--- src/rtl/iq_interp_scheduler_pkg.sv ---
// ---------------------------------------------------------------------------
// iq_interp_scheduler_pkg
// Shared definitions for the I/Q interpolation scheduler:
//   - sched_state_t : slot scheduler FSM states
//   - CH_I / CH_Q   : channel id carried on the filter output tuser
// ---------------------------------------------------------------------------
package iq_interp_scheduler_pkg;

    typedef enum logic [2:0] {
        ST_IDLE   = 3'd0,
        ST_SEND_I = 3'd1,
        ST_SEND_Q = 3'd2,
        ST_ZERO_I = 3'd3,
        ST_ZERO_Q = 3'd4
    } sched_state_t;

    localparam logic CH_I = 1'b0;
    localparam logic CH_Q = 1'b1;

endpackage

--- src/rtl/iq_interp_scheduler_fifo.sv ---
// ---------------------------------------------------------------------------
// iq_pair_fifo
// Small FIFO holding complete I/Q sample pairs, so a pair is never split.
// Ports:
//   clk, rst_n        clock, asynchronous active-low reset (empties FIFO)
//   i_push, i_i, i_q  write strobe and pair data
//   i_pop             read strobe (head pair consumed on this edge)
//   o_i, o_q          head pair (valid while !o_empty)
//   o_full, o_empty   occupancy flags, derived from the registered count
// A push while full is taken only if a pop frees the slot on the same edge.
// ---------------------------------------------------------------------------
module iq_pair_fifo #(
    parameter int W     = 16,
    parameter int DEPTH = 2
) (
    input  logic         clk,
    input  logic         rst_n,
    input  logic         i_push,
    input  logic [W-1:0] i_i,
    input  logic [W-1:0] i_q,
    input  logic         i_pop,
    output logic [W-1:0] o_i,
    output logic [W-1:0] o_q,
    output logic         o_full,
    output logic         o_empty
);

    localparam int AW = (DEPTH > 1) ? $clog2(DEPTH) : 1;

    logic [W-1:0] r_mem_i [DEPTH];
    logic [W-1:0] r_mem_q [DEPTH];
    logic [AW-1:0] r_wr_ptr;
    logic [AW-1:0] r_rd_ptr;
    logic [AW:0]   r_count;

    logic w_push_ok;
    logic w_pop_ok;

    assign o_full    = (r_count == (AW+1)'(DEPTH));
    assign o_empty   = (r_count == '0);
    assign w_pop_ok  = i_pop & ~o_empty;
    assign w_push_ok = i_push & (~o_full | w_pop_ok);

    assign o_i = r_mem_i[r_rd_ptr];
    assign o_q = r_mem_q[r_rd_ptr];

    // Storage needs no reset: the count alone decides what is valid.
    always_ff @(posedge clk) begin
        if (w_push_ok) begin
            r_mem_i[r_wr_ptr] <= i_i;
            r_mem_q[r_wr_ptr] <= i_q;
        end
    end

    // DEPTH is a power of two, so the pointers wrap naturally.
    always_ff @(posedge clk or negedge rst_n) begin
        if (!rst_n) begin
            r_wr_ptr <= '0;
            r_rd_ptr <= '0;
            r_count  <= '0;
        end else begin
            if (w_push_ok) r_wr_ptr <= r_wr_ptr + 1'b1;
            if (w_pop_ok)  r_rd_ptr <= r_rd_ptr + 1'b1;
            r_count <= r_count + (AW+1)'(w_push_ok) - (AW+1)'(w_pop_ok);
        end
    end

endmodule

--- src/rtl/iq_interp_scheduler.sv ---
// ---------------------------------------------------------------------------
// iq_interp_scheduler
// Shares one 2-channel interleaved smoothing filter between I and Q. Each
// input pair becomes 2*INTERP filter slots: I, Q, then INTERP-1 zero I/Q
// pairs. The interleaved filter output is re-paired into aligned I/Q.
// Ports:
//   clk_32M768, rst_n            clock, asynchronous active-low reset
//   in_i/q_tdata, in_tvalid/rdy  input pair stream (in_tready = !fifo full)
//   filt_s_tdata/tvalid/tready   slot stream into the filter (AXI-S)
//   filt_m_tdata/tvalid/tuser    filter output, tuser 0=I, 1=Q
//   out_i/q_tdata, out_tvalid    re-paired output, one-cycle strobe
//   stat_slip_cnt, stat_stall_cnt  only with INTERP_SCHED_STATS_EN defined:
//                                discarded-Q count and input stall cycles,
//                                both saturating
// Optional feature macro: INTERP_SCHED_STATS_EN
// ---------------------------------------------------------------------------
module iq_interp_scheduler
    import iq_interp_scheduler_pkg::*;
#(
    parameter int W          = 16,
    parameter int INTERP     = 2,
    parameter int FIFO_DEPTH = 2
) (
    input  logic         clk_32M768,
    input  logic         rst_n,
    input  logic [W-1:0] in_i_tdata,
    input  logic [W-1:0] in_q_tdata,
    input  logic         in_tvalid,
    output logic         in_tready,
    output logic [W-1:0] filt_s_tdata,
    output logic         filt_s_tvalid,
    input  logic         filt_s_tready,
    input  logic [W-1:0] filt_m_tdata,
    input  logic         filt_m_tvalid,
    input  logic         filt_m_tuser,
    output logic [W-1:0] out_i_tdata,
    output logic [W-1:0] out_q_tdata,
`ifdef INTERP_SCHED_STATS_EN
    output logic [15:0]  stat_slip_cnt,
    output logic [15:0]  stat_stall_cnt,
`endif
    output logic         out_tvalid
);

    localparam int ZW = (INTERP > 1) ? $clog2(INTERP) : 1;
    // Index of the final zero pair for one input pair.
    localparam logic [ZW-1:0] ZLAST = ZW'((INTERP > 1) ? INTERP - 2 : 0);

    // ---------------- input buffer ----------------
    logic         w_full;
    logic         w_empty;
    logic         w_push;
    logic         w_pop;
    logic [W-1:0] w_fifo_i;
    logic [W-1:0] w_fifo_q;

    assign in_tready = ~w_full;
    assign w_push    = in_tvalid & in_tready;

    iq_pair_fifo #(
        .W     (W),
        .DEPTH (FIFO_DEPTH)
    ) u_fifo (
        .clk     (clk_32M768),
        .rst_n   (rst_n),
        .i_push  (w_push),
        .i_i     (in_i_tdata),
        .i_q     (in_q_tdata),
        .i_pop   (w_pop),
        .o_i     (w_fifo_i),
        .o_q     (w_fifo_q),
        .o_full  (w_full),
        .o_empty (w_empty)
    );

    // ---------------- slot scheduler ----------------
    sched_state_t  r_state;
    sched_state_t  w_state_next;
    logic [W-1:0]  r_s_tdata;
    logic [W-1:0]  w_s_tdata_next;
    logic          r_s_tvalid;
    logic          w_s_tvalid_next;
    logic [W-1:0]  r_q_hold;        // Q of the pair currently being sent
    logic [W-1:0]  w_q_hold_next;
    logic [ZW-1:0] r_zcnt;
    logic [ZW-1:0] w_zcnt_next;
    logic          w_hs;
    logic          w_next_pair;     // current pair finished: start next or idle

    assign w_hs = r_s_tvalid & filt_s_tready;

    always_comb begin
        w_state_next    = r_state;
        w_s_tdata_next  = r_s_tdata;
        w_s_tvalid_next = r_s_tvalid;
        w_q_hold_next   = r_q_hold;
        w_zcnt_next     = r_zcnt;
        w_pop           = 1'b0;
        w_next_pair     = 1'b0;

        case (r_state)
            ST_IDLE: begin
                w_next_pair = 1'b1;
            end
            ST_SEND_I: begin
                if (w_hs) begin
                    w_state_next   = ST_SEND_Q;
                    w_s_tdata_next = r_q_hold;
                end
            end
            ST_SEND_Q: begin
                if (w_hs) begin
                    if (INTERP > 1) begin
                        w_state_next   = ST_ZERO_I;
                        w_s_tdata_next = '0;
                        w_zcnt_next    = '0;
                    end else begin
                        w_next_pair = 1'b1;
                    end
                end
            end
            ST_ZERO_I: begin
                if (w_hs) begin
                    w_state_next = ST_ZERO_Q;
                end
            end
            ST_ZERO_Q: begin
                if (w_hs) begin
                    if (r_zcnt == ZLAST) begin
                        w_next_pair = 1'b1;
                    end else begin
                        w_zcnt_next  = r_zcnt + 1'b1;
                        w_state_next = ST_ZERO_I;
                    end
                end
            end
            default: begin
                w_state_next    = ST_IDLE;
                w_s_tvalid_next = 1'b0;
                w_s_tdata_next  = '0;
            end
        endcase

        // Popping straight into SEND_I keeps back-to-back pairs bubble-free.
        if (w_next_pair) begin
            if (!w_empty) begin
                w_pop           = 1'b1;
                w_state_next    = ST_SEND_I;
                w_s_tdata_next  = w_fifo_i;
                w_s_tvalid_next = 1'b1;
                w_q_hold_next   = w_fifo_q;
            end else begin
                w_state_next    = ST_IDLE;
                w_s_tdata_next  = '0;
                w_s_tvalid_next = 1'b0;
            end
        end
    end

    always_ff @(posedge clk_32M768 or negedge rst_n) begin
        if (!rst_n) begin
            r_state    <= ST_IDLE;
            r_s_tdata  <= '0;
            r_s_tvalid <= 1'b0;
            r_q_hold   <= '0;
            r_zcnt     <= '0;
        end else begin
            r_state    <= w_state_next;
            r_s_tdata  <= w_s_tdata_next;
            r_s_tvalid <= w_s_tvalid_next;
            r_q_hold   <= w_q_hold_next;
            r_zcnt     <= w_zcnt_next;
        end
    end

    assign filt_s_tdata  = r_s_tdata;
    assign filt_s_tvalid = r_s_tvalid;

    // ---------------- output re-pairing ----------------
    logic [W-1:0] r_i_latch;
    logic         r_have_i;
    logic [W-1:0] r_out_i;
    logic [W-1:0] r_out_q;
    logic         r_out_tvalid;

    // A newer I overwrites a stale one; a Q with no I pending is dropped.
    always_ff @(posedge clk_32M768 or negedge rst_n) begin
        if (!rst_n) begin
            r_i_latch    <= '0;
            r_have_i     <= 1'b0;
            r_out_i      <= '0;
            r_out_q      <= '0;
            r_out_tvalid <= 1'b0;
        end else begin
            r_out_tvalid <= 1'b0;
            if (filt_m_tvalid) begin
                if (filt_m_tuser == CH_I) begin
                    r_i_latch <= filt_m_tdata;
                    r_have_i  <= 1'b1;
                end else if (r_have_i) begin
                    r_out_i      <= r_i_latch;
                    r_out_q      <= filt_m_tdata;
                    r_out_tvalid <= 1'b1;
                    r_have_i     <= 1'b0;
                end
            end
        end
    end

    assign out_i_tdata = r_out_i;
    assign out_q_tdata = r_out_q;
    assign out_tvalid  = r_out_tvalid;

`ifdef INTERP_SCHED_STATS_EN
    // ---------------- statistics ----------------
    logic        w_slip;
    logic        w_stall;
    logic [15:0] r_slip_cnt;
    logic [15:0] r_stall_cnt;

    assign w_slip  = filt_m_tvalid & (filt_m_tuser == CH_Q) & ~r_have_i;
    assign w_stall = in_tvalid & ~in_tready;

    always_ff @(posedge clk_32M768 or negedge rst_n) begin
        if (!rst_n) begin
            r_slip_cnt  <= '0;
            r_stall_cnt <= '0;
        end else begin
            if (w_slip && (r_slip_cnt != 16'hFFFF))   r_slip_cnt  <= r_slip_cnt + 16'd1;
            if (w_stall && (r_stall_cnt != 16'hFFFF)) r_stall_cnt <= r_stall_cnt + 16'd1;
        end
    end

    assign stat_slip_cnt  = r_slip_cnt;
    assign stat_stall_cnt = r_stall_cnt;
`endif

endmodule

--- config.mk ---
export PLATFORM = sky130hd
export DESIGN_NAME = iq_interp_scheduler
export DESIGN_NICKNAME = d
export VERILOG_FILES = /design/src/rtl/iq_interp_scheduler_pkg.sv /design/src/rtl/iq_interp_scheduler_fifo.sv /design/src/rtl/iq_interp_scheduler.sv
export SDC_FILE = /design/constraint.sdc
export NUM_CORES = 1
export LEC_CHECK = 0
export BUFFER_PORTS_ARGS = -buffer_cell sky130_fd_sc_hd__buf_2
export CORE_ASPECT_RATIO = 0.8
export CORE_MARGIN = 2
export CORE_UTILIZATION = 60
export DETAILED_ROUTE_END_ITERATION = 8
export PLACE_DENSITY = 0.95
export SYNTH_ARGS = -nofsm -noshare
export SYNTH_HDL_FRONTEND = slang
export SYNTH_SLANG_ARGS = --single-unit
--- constraint.sdc ---
create_clock -name clk_32M768 -period 4.15 [get_ports clk_32M768]
set_input_delay 1.245 -clock clk_32M768 [delete_from_list [all_inputs] [get_ports clk_32M768]]
set_output_delay 1.245 -clock clk_32M768 [all_outputs]
set_load 0.02 [all_outputs]
## After elaboration in Yosys (flattened, before gate mapping)

Memory sizes are Yosys's and may differ from the RTL's. A register that Yosys moved wholly into a read port is not among the register bits.
Index checks and enable logic that the tools add are counted.

| operators by class | value |
|---|---|
| $add $sub $neg | 5 |
| muxes and demuxes | 30 |
| reductions and logical operators | 12 |
| eq/ne operators | 15 |
| bitwise gates (word level) | 8 |

Operators by type and width:

| cell | number |
|---|---|
| $mux 16 | 4 |
| $pmux 16 s3 | 1 |
| $mux 3 | 6 |
| $mux 1 | 16 |
| $ne 3x3->1 const B | 5 |
| $pmux 3 s5 | 1 |
| $reduce_and 3->1 | 3 |
| $eq 3x2->1 const B | 2 |
| $ne 2x2->1 const B | 3 |
| $reduce_and 6->1 | 1 |
| $reduce_or 5->1 | 1 |
| $and 1x1->1 | 4 |
| $ne 2x1->1 const B | 2 |
| $pmux 1 s2 | 2 |
| $reduce_and 2->1 | 2 |
| $add 1x1->1 const B | 3 |
| $eq 3x1->1 const B | 1 |
| $eq 3x3->1 const B | 1 |
| $logic_not 3->1 | 1 |
| $not 1->1 | 3 |
| $reduce_or 3->1 | 1 |
| $add 2x1->2 | 1 |
| $eq 2x2->1 const B | 1 |
| $logic_not 2->1 | 1 |
| other kinds (4) | 4 |

| storage, ports and cells | value |
|---|---|
| logic and storage cells | 84 |
| input port bits | 54 |
| memory bits (writable) | 64 |
| memories | 2 |
| register bits after elaboration | 75 |

Memories:

| name | depth | bits a word | read ports | clocked after Yosys merged registers in | write ports | RTL line | source |
|---|---|---|---|---|---|---|---|
| u_fifo.r_mem_i | 2 | 16 | 1 | 0 | 1 | iq_interp_scheduler_fifo.sv:30 | `logic [W-1:0] r_mem_i [DEPTH];` |
| u_fifo.r_mem_q | 2 | 16 | 1 | 1 | 1 | iq_interp_scheduler_fifo.sv:31 | `logic [W-1:0] r_mem_q [DEPTH];` |

## Depth between registers and ports, before layout

Gate-level depths: netlist (run 1).

| depth | value |
|---|---|
| depth in word-level cells | 9 |
| gate-level depth with buffers | 8 |
| mapped depth without buffers | 6 |

## Modules after synthesis

Synthesis (run 1) repeated with hierarchy kept, for this count alone.

| unflattened totals | value |
|---|---|
| cell total of the unflattened synthesis | 349 |
| area, all modules | 6,024.5 um2 |

Modules (own cells, without submodules):

| module | area each (um2) | cells each | times used | sequential area each (um2) |
|---|---|---|---|---|
| iq_interp_scheduler | 3,473.3 | 225 | 1 | 2,152.1 |
| iq_pair_fifo | 2,551.2 | 124 | 1 | 2,021.9 |

## Least setup slack after synthesis (run 1)

Ideal clock, no wire load.

| timing path | value |
|---|---|
| kind | input -> register |
| start point | input in_tvalid |
| end point | memory u_fifo.r_mem_i[0][0] (enable) |
| cell stages on the path | 2 |
| required time | 3.729 ns |
| path slack | 1.018 ns |
| path buffers | 0 |
| data arrival time | 2.711 ns |
| path through | nand2_1 nor2_1 |

| on the way | value |
|---|---|
| longest elaborated chain between the ends | 4 |

Ends and longest elaborated chain:

| element | RTL line | source |
|---|---|---|
| from (decl) | iq_interp_scheduler.sv:28 | `input logic in_tvalid,` |
| $and 1x1->1 | iq_interp_scheduler.sv:58 | `assign w_push = in_tvalid & in_tready;` |
| $and 1x1->1 | iq_interp_scheduler_fifo.sv:42 | `assign w_push_ok = i_push & (~o_full \| w_pop_ok);` |
| $mux 1 | iq_interp_scheduler_fifo.sv:49 | `if (w_push_ok) begin` |
| $mux 1 (not written as such) | iq_interp_scheduler_fifo.sv:50 | `r_mem_i[r_wr_ptr] <= i_i;` |
| to (decl) | iq_interp_scheduler_fifo.sv:30 |  |

Every way passes these cells.

## Final worst setup path (run 1)

| timing path | value |
|---|---|
| start point | register r_state[1] |
| end point | register u_fifo.r_count[1] |

| on the way | value |
|---|---|
| longest elaborated chain between the ends | 8 |
| elaborated cells on any way between the ends | 9 |
| classes of those cells | add/sub (2); eq/ne (1); mux (2); bitwise (3); reduce/logical (1) |

Ends and longest elaborated chain:

| element | RTL line | source |
|---|---|---|
| from (decl) | iq_interp_scheduler.sv:77 | `sched_state_t r_state;` |
| from (signal assigned) | iq_interp_scheduler.sv:168 | `r_state <= w_state_next;` |
| $eq 3x3->1 / $logic_not 3->1 (equally long branches) | iq_interp_scheduler.sv:101 | `case (r_state)` |
| $pmux 1 s2 (*) | iq_interp_scheduler.sv:101 |  |
| $mux 1 (*) | iq_interp_scheduler.sv:145 | `if (w_next_pair) begin` |
| $and 1x1->1 (*) | iq_interp_scheduler_fifo.sv:41 | `assign w_pop_ok = i_pop & ~o_empty;` |
| $or 1x1->1 | iq_interp_scheduler_fifo.sv:42 |  |
| $and 1x1->1 | iq_interp_scheduler_fifo.sv:42 |  |
| $add 2x1->2 | iq_interp_scheduler_fifo.sv:64 | `r_count <= r_count + (AW+1)'(w_push_ok) - (AW+1)'(w_pop_ok);` |
| $sub 2x1->2 (*) | iq_interp_scheduler_fifo.sv:64 |  |
| to (signal assigned) | iq_interp_scheduler_fifo.sv:64 |  |
| to (decl) | iq_interp_scheduler_fifo.sv:34 | `logic [AW:0] r_count;` |

Mark *: on every way between the ends. The rest lies on a longest branch, timed or not.
A chain may end at the register's enable or synchronous reset.

==> results of run 1 <==
-- final cells by class --
| type | count | area (sq um) | area share, % |
|---|---|---|---|
| flip-flops and latches | 154 | 4170 | 56.7 |
| multi-input cells | 197 | 1800 | 24.4 |
| repair buffers | 112 | 583 | 7.92 |
| clock buffers | 27 | 578 | 7.85 |
| well taps | 136 | 170 | 2.31 |
| clock inverters | 4 | 46.3 | 0.629 |
| inverters | 4 | 15.0 | 0.204 |
-- critical path, delay by kind of cell, from the launching register on --
family | cells | cell delay (ns)
fa+ha+maj | 1 | 0.32
mux | 1 | 0.23
xor+xnor | 1 | 0.14
buf+inv | 1 | 0.31
simple gates | 3 | 0.98
flops | 1 | 0.61
-- synth_stat cells --
library cell	count
o21ai_0	17
or2_1	1
o22a_1	16
and2_1	1
inv_1	4
xnor2_1	2
mux2i_1	17
or4b_2	1
a211oi_1	16
o32a_1	1
nor4_1	16
nand2b_1	2
nand3_1	3
dfrtp_1	90
buf_6	2
nor3_4	1
and3b_1	1
clkbuf_1	14
a2111o_1	1
mux2_2	73
buf_1	1
nor3_2	1
buf_8	1
nor2b_1	1
ha_1	1
xor2_1	3
edfxtp_1	64
a21boi_2	1
nand2_1	3
o22ai_1	2
mux2_4	7
o21a_1	1
buf_2	6
a21o_1	2
and3_1	1
nor2_1	5
-- cells in the final DEF, fill, tap and decap left out, types with 2 or more instances in the layout --
| cell | synthesis | routed |
|---|---|---|
| clkinv_2 | 0 | 2 |
| edfxtp_1 | 64 | 64 |
| buf_4 | 0 | 9 |
| inv_1 | 4 | 4 |
| a211oi_1 | 16 | 16 |
| nor4_1 | 16 | 16 |
| mux2_4 | 7 | 7 |
| dfrtp_1 | 90 | 90 |
| xnor2_1 | 2 | 2 |
| a21o_1 | 2 | 2 |
| mux2_2 | 73 | 73 |
| xor2_1 | 3 | 3 |
| o21ai_0 | 17 | 17 |
| nor2_1 | 5 | 4 |
| nand3_1 | 3 | 3 |
| clkbuf_1 | 14 | 3 |
| o22a_1 | 16 | 16 |
| clkbuf_16 | 0 | 21 |
| buf_2 | 6 | 103 |
| mux2i_1 | 17 | 17 |
| nand2b_1 | 2 | 2 |
| clkbuf_8 | 0 | 3 |
| o22ai_1 | 2 | 2 |
| nand2_1 | 3 | 3 |
-- worst paths after layout --
path / from / to / depth (start not counted)
worst max-delay path: r_state[1]$_DFFE_PN0P_ / u_fifo.r_count[1]$_DFF_PN0_ / 7
worst min-delay path: r_have_i$_DFFE_PN0P_ / r_have_i$_DFFE_PN0P_ / 1
worst max register to register: r_state[1]$_DFFE_PN0P_ / u_fifo.r_count[1]$_DFF_PN0_ / 7
worst min register to register: r_have_i$_DFFE_PN0P_ / r_have_i$_DFFE_PN0P_ / 1
max in group asynchronous: rst_n / out_q_tdata[12]$_DFFE_PN0P_ / 1
min in group asynchronous: rst_n / out_q_tdata[4]$_DFFE_PN0P_ / 1
-- where the power goes --
part | total (W) | switching (W) | internal (W) | leakage (nW)
combinational | 0.00189 | 0.00105 | 0.000846 | 1.15
sequential | 0.00240 | 0.000308 | 0.00209 | 1.66
clock | 0.00156 | 0.000550 | 0.00101 | 0.310
total | 0.00585 | 0.00190 | 0.00395 | 3.12
-- state kept, by name, indices dropped and copies added (netlist names) --
register	flops
filt_s_tvalid	1
r_have_i	1
u_fifo.r_rd_ptr	1
out_i_tdata	16
r_i_latch	16
out_tvalid	1
u_fifo.r_mem_i	32
r_q_hold	16
u_fifo.r_wr_ptr	1
u_fifo.r_count	2
out_q_tdata	16
u_fifo.r_mem_q	32
filt_s_tdata	16
r_state	3
-- through the flow --
| stage | instances | instance area [sq um] | utilization (%) | hold slack [ns] |
|---|---|---|---|---|
| finish | 634 | 7360 | 75.4 | 0.496 |
| global route | 634 | 7360 | 75.4 | 0.511 |
| CTS | 634 | 7360 | 75.4 | 0.496 |
| detailed placement | 603 | 6740 | 69.0 | 0.480 |
| global placement | 603 | 6740 | 69.0 | 0.465 |
| floorplan | 379 | 6110 | - | 0.454 |
-- kinds of logic (layout without fill, tap and decap cells) --
logic type | Yosys count | after routing | share of synthesized area [%]
flip-flops | 154 | 154 | 68.3
buffers and inverters | 28 | 147 | 2.27
adder cells (fa/ha/maj) | 1 | 1 | 0.205
multiplexers | 97 | 97 | 18.0
AND/OR/NAND/NOR | 37 | 37 | 3.73
XOR/XNOR | 5 | 5 | 0.717
AO/OA/AOI/OAI | 57 | 57 | 6.76
-- layer usage --
metal | vias up | track usage (%)
met5 | - | 0
met4 | 0 | 7.84
met3 | 13 | 5.55
met2 | 130 | 34.8
met1 | 1830 | 30.4
li1 | 1659 | -
==> impl_metrics.yaml, run 1 <==
run_status:
  outcome: "completed"
timing:
  setup_tns_ns: 0
  rsz0062_at_grt: "no"
  setup_violations: 0
  finalMaxSlewViolations: 0
  hold_viol: 0
  fin_skew_ns: 0.00777
  finalWorstSetupSlack_ns: 1.48
  fmax_ghz: 0.374
  final.min_clock_period_ns: 2.67
  timing.final.crit_share_pct: 64.4
  tightest_slew_ns: 1.13
  slew_headroom_pct: 24.5
placement:
  gp_congestion: 0.820
  hpwl_microns: 7750
  io_buffer_count: 104
  place_ws_ns: 1.11
worst_setup_path:
  cp.arrival_ns: 3.00
  cp.required_ns: 4.47
  r2r_setup_slack_ns: 1.48
  crit_chain: "or2_1 > nor3_4 > buf_4 > ha_1 > nor2b_1 > mux2i_1 > xnor2_1"
  crit_path_top_delay_cell: "dfrtp_1"
  path_class: "reg -> reg"
  crit_fanout: 25
  crit_path_end_kind: "register"
  cp-start-kind: "register"
  critPathMaxStageDelay_ns: 0.61
floorplanning:
  start_util_pct: 62.5
  dieHeight_microns: 94.2
  rows: 32
  ios: 105
  dieArea_sq_um: 11000
  core_sq_um: 9770
  die_w_microns: 117
logic_synthesis:
  ys_warn_count: 0
  synth-seq-cells: 154
  synthesis.area_sq_um: 6110
  syn_nets: 434
  syn_inst: 379
  synthDistinctLibCells: 36
  ys_top_cells_by_area: "dfrtp_1, edfxtp_1, mux2_2"
  seq_area_frac_synth_pct: 68.3
  yosysTopAreaCellShare_pct: 36.9
  yosysTopAreaCell: "dfrtp_1"
  syn_area_per_cell_sq_um: 16.1
clock_tree:
  cts_tree: "built"
  cts_buffers: 17
  clk_pin_slew_worst_paths_ns: 0.06
  clockRootBuffer: "clkbuf_16"
  htree_levels: 4
  insertion_delay_ns: 0.40
  post_cts_buffers: 0
  max-clock-path-buffers: 2
  clock_sinks: 154
  ctsResizeCount: 0
  cts_hold_buf: 0
min_path:
  min_path_type: "reg -> reg"
power_and_ir_drop:
  p_per_area_nw_per_um2: 795
  total_power_w: 0.00585
  p_leak_nw: 3.12
  vdd_drop_max_v: 0.000416
drt:
  detail-route-antenna-nets: 0
  first_pass_iters: 5
  drtIter0Drc: 279
  num_vias: 3632
  route.detailed.drc: 0
  wl_met3_microns: 651
  routed.top_layer: "met4"
  met1_length_microns: 5060
  wl_met2_microns: 5820
  routedWlPerCell_microns: 18.4
  vias_per_cell: 5.73
  wl_microns: 11700
global_routing:
  grt_pass1_vias: 3609
  grt_start_max_net_pins: 91
  grt_overflow: 0
  grt_antenna_before_repair: 0
  grt_pass1_wl_microns: 18200
  grtUsageTotal_pct: 22.2
layout:
  final_net_count: 541
  drive_above_1_share_pct: 45.2
  synthToLayoutAreaGrowth_pct: 20.6
  n_antenna_cell: 0
  final.fill_count: 605
run:
  max_cap_violations: 0
No activity file was read; power rests on OpenSTA's default activity.
==> run 2: changes to the inputs <==
Settings changed: CORE_UTILIZATION 60 to 56, PLACE_DENSITY 0.95 to 0.9.
Clock period 4.15 ns to 2.73 ns, I/O delays scaled along.
==> run 2 against run 1 <==
Compared with the run above: worst setup slack worse by 0.96 ns; sequential power up 52%; sequential cell count unchanged; non-clock buffer count up 8; count of clock-buffer cells in the layout down 10; hold slack worse by 0.12 ns.
==> impl_metrics.yaml, run 2 (synthesized netlist as in run 1, its figures left out) <==
run_status:
  outcome: "completed"
worst_setup_path:
  cp.required_ns: 3.02
  crit_path_top_delay_cell: "a2111o_1"
  crit_path_end_kind: "register"
  crit_buf_inv: 0
  cp-start-kind: "register"
  crit_chain: "o21a_1 > a2111o_1 > o22a_1"
  cp.arrival_ns: 2.50
  cp_top_family: "compound AO/OA/AOI/OAI gates"
  crit_fanout: 25
  critPathMaxStageDelay_ns: 0.70
  path_class: "reg -> reg"
global_routing:
  grt_pass1_wl_microns: 19100
  grt_overflow: 0
  grt_start_max_net_pins: 42
  grtUsageTotal_pct: 21.5
  grt_pass1_vias: 3678
  grt_antenna_before_repair: 0
timing:
  tightest_slew_ns: 0.782
  setup_tns_ns: 0
  finalMaxSlewViolations: 0
  fin_skew_ns: 0.00772
  final.min_clock_period_ns: 2.21
  hold_viol: 0
  fmax_ghz: 0.452
  rsz0062_at_grt: "no"
  timing.final.crit_share_pct: 81.0
  setup_violations: 0
  slew_headroom_pct: 47.8
layout:
  drive_above_1_share_pct: 46.5
  n_antenna_cell: 0
  synthToLayoutAreaGrowth_pct: 21.7
  stdcell_count: 651
  final.fill_count: 701
  largestRegisters: "u_fifo.r_mem_i (32), u_fifo.r_mem_q (32)"
  final_net_count: 549
  final_common_cell: "buf_2"
  final_cell_mix: "buf_2, dfrtp_1, mux2_2"
drt:
  detail-route-antenna-nets: 0
  wl_microns: 11800
  drtIter0Drc: 254
  first_pass_iters: 4
  num_vias: 3618
  routedWlPerCell_microns: 18.2
  route.detailed.drc: 0
  vias_per_cell: 5.56
clock_tree:
  clockRootBuffer: "clkbuf_16"
  clk_pin_slew_worst_paths_ns: 0.06
  clock_sinks: 154
  cts_hold_buf: 0
  cts_buffers: 17
  ctsResizeCount: 0
  max-clock-path-buffers: 2
  insertion_delay_ns: 0.41
  htree_levels: 4
  post_cts_buffers: 0
  cts_tree: "built"
floorplanning:
  start_util_pct: 56.7
  die_w_microns: 121
  dieHeight_microns: 97.4
  ios: 105
  rows: 34
  core_sq_um: 10800
  dieArea_sq_um: 11800
power_and_ir_drop:
  p_switching_w: 0.00293
  vdd_drop_max_v: 0.000583
  seqPwrFrac_pct: 40.6
  p_per_area_nw_per_um2: 1210
  intPower_w: 0.00603
  switching_share_pct: 32.7
  combPwrFrac_pct: 32.2
  p_leak_nw: 3.14
  power_frac_clock_pct: 27.2
placement:
  gp_congestion: 0.885
  dp_cells: 619
  hpwl_microns: 8010
  io_buffer_count: 104
run:
  max_cap_violations: 0
min_path:
  min_path_type: "in -> async"
-- run 2: final timing paths --
path                                          endpoint  slack, ns              startpoint  cells past startpoint
setup / recovery           filt_s_tdata[6]$_DFFE_PN0P_       0.52  r_state[0]$_DFFE_PN0P_                      3
min in group clk_32M768           r_have_i$_DFFE_PN0P_       0.48    r_have_i$_DFFE_PN0P_                      1
max in group asynchronous  filt_s_tdata[6]$_DFFE_PN0P_       1.65                   rst_n                      2
hold / removal              out_q_tdata[4]$_DFFE_PN0P_       0.38                   rst_n                      1
hold reg to reg                   r_have_i$_DFFE_PN0P_       0.48    r_have_i$_DFFE_PN0P_                      1
setup reg to reg           filt_s_tdata[6]$_DFFE_PN0P_       0.52  r_state[0]$_DFFE_PN0P_                      3
-- run 2: worst register-to-register path: cells and delay by family (launching register included) --
kind           cells  cell delay (ns)
AO/OA/AOI/OAI      3             1.48
flip-flops         1             0.60
-- run 2: cell type report --
class | count | area, sq um | share of cell area (%)
Sequential cell | 154 | 4170 | 56.2
Multi-Input combinational cell | 197 | 1800 | 24.2
Timing Repair Buffer | 120 | 643 | 8.65
Clock buffer | 17 | 425 | 5.72
Clock inverter | 15 | 199 | 2.68
Tap cell | 144 | 180 | 2.42
Inverter | 4 | 15.0 | 0.202
-- run 2: power groups by stage --
| stage | registers [W] | clock network (W) | logic, W |
|---|---|---|---|
| final | 0.00364 | 0.00244 | 0.00289 |
| after global routing | 0.00372 | 0.00258 | 0.00311 |
| after CTS | 0.00364 | 0.00248 | 0.00291 |
| after detailed placement | 0.00368 | 0 | 0.00288 |
| after global placement | 0.00363 | 0 | 0.00276 |
| after floorplan | 0.00380 | 0 | 0.00189 |
-- run 2: routing by layer --
metal  part of all wire (%)  track usage [%]  up-vias
li1                       -                -     1680
met1                     44             29.3     1822
met2                     51             34.5      108
met3                    4.5             5.52        8
met4                   0.82             6.80        0
met5                      0                0        -
-- run 2: per-stage QoR --
step	power, W	setup slack (ns)	hold slack, ns	cell area (sq um)	util [%]
final	0.00897	0.519	0.378	7430	69.1
after global routing	0.00942	0.402	0.409	7430	69.1
after CTS	0.00903	0.550	0.384	7430	69.1
after detailed placement	0.00656	0.563	0.472	6810	63.3
after global placement	0.00639	0.625	0.467	6810	63.3
after floorplan	0.00569	0.0243	0.454	6110	-
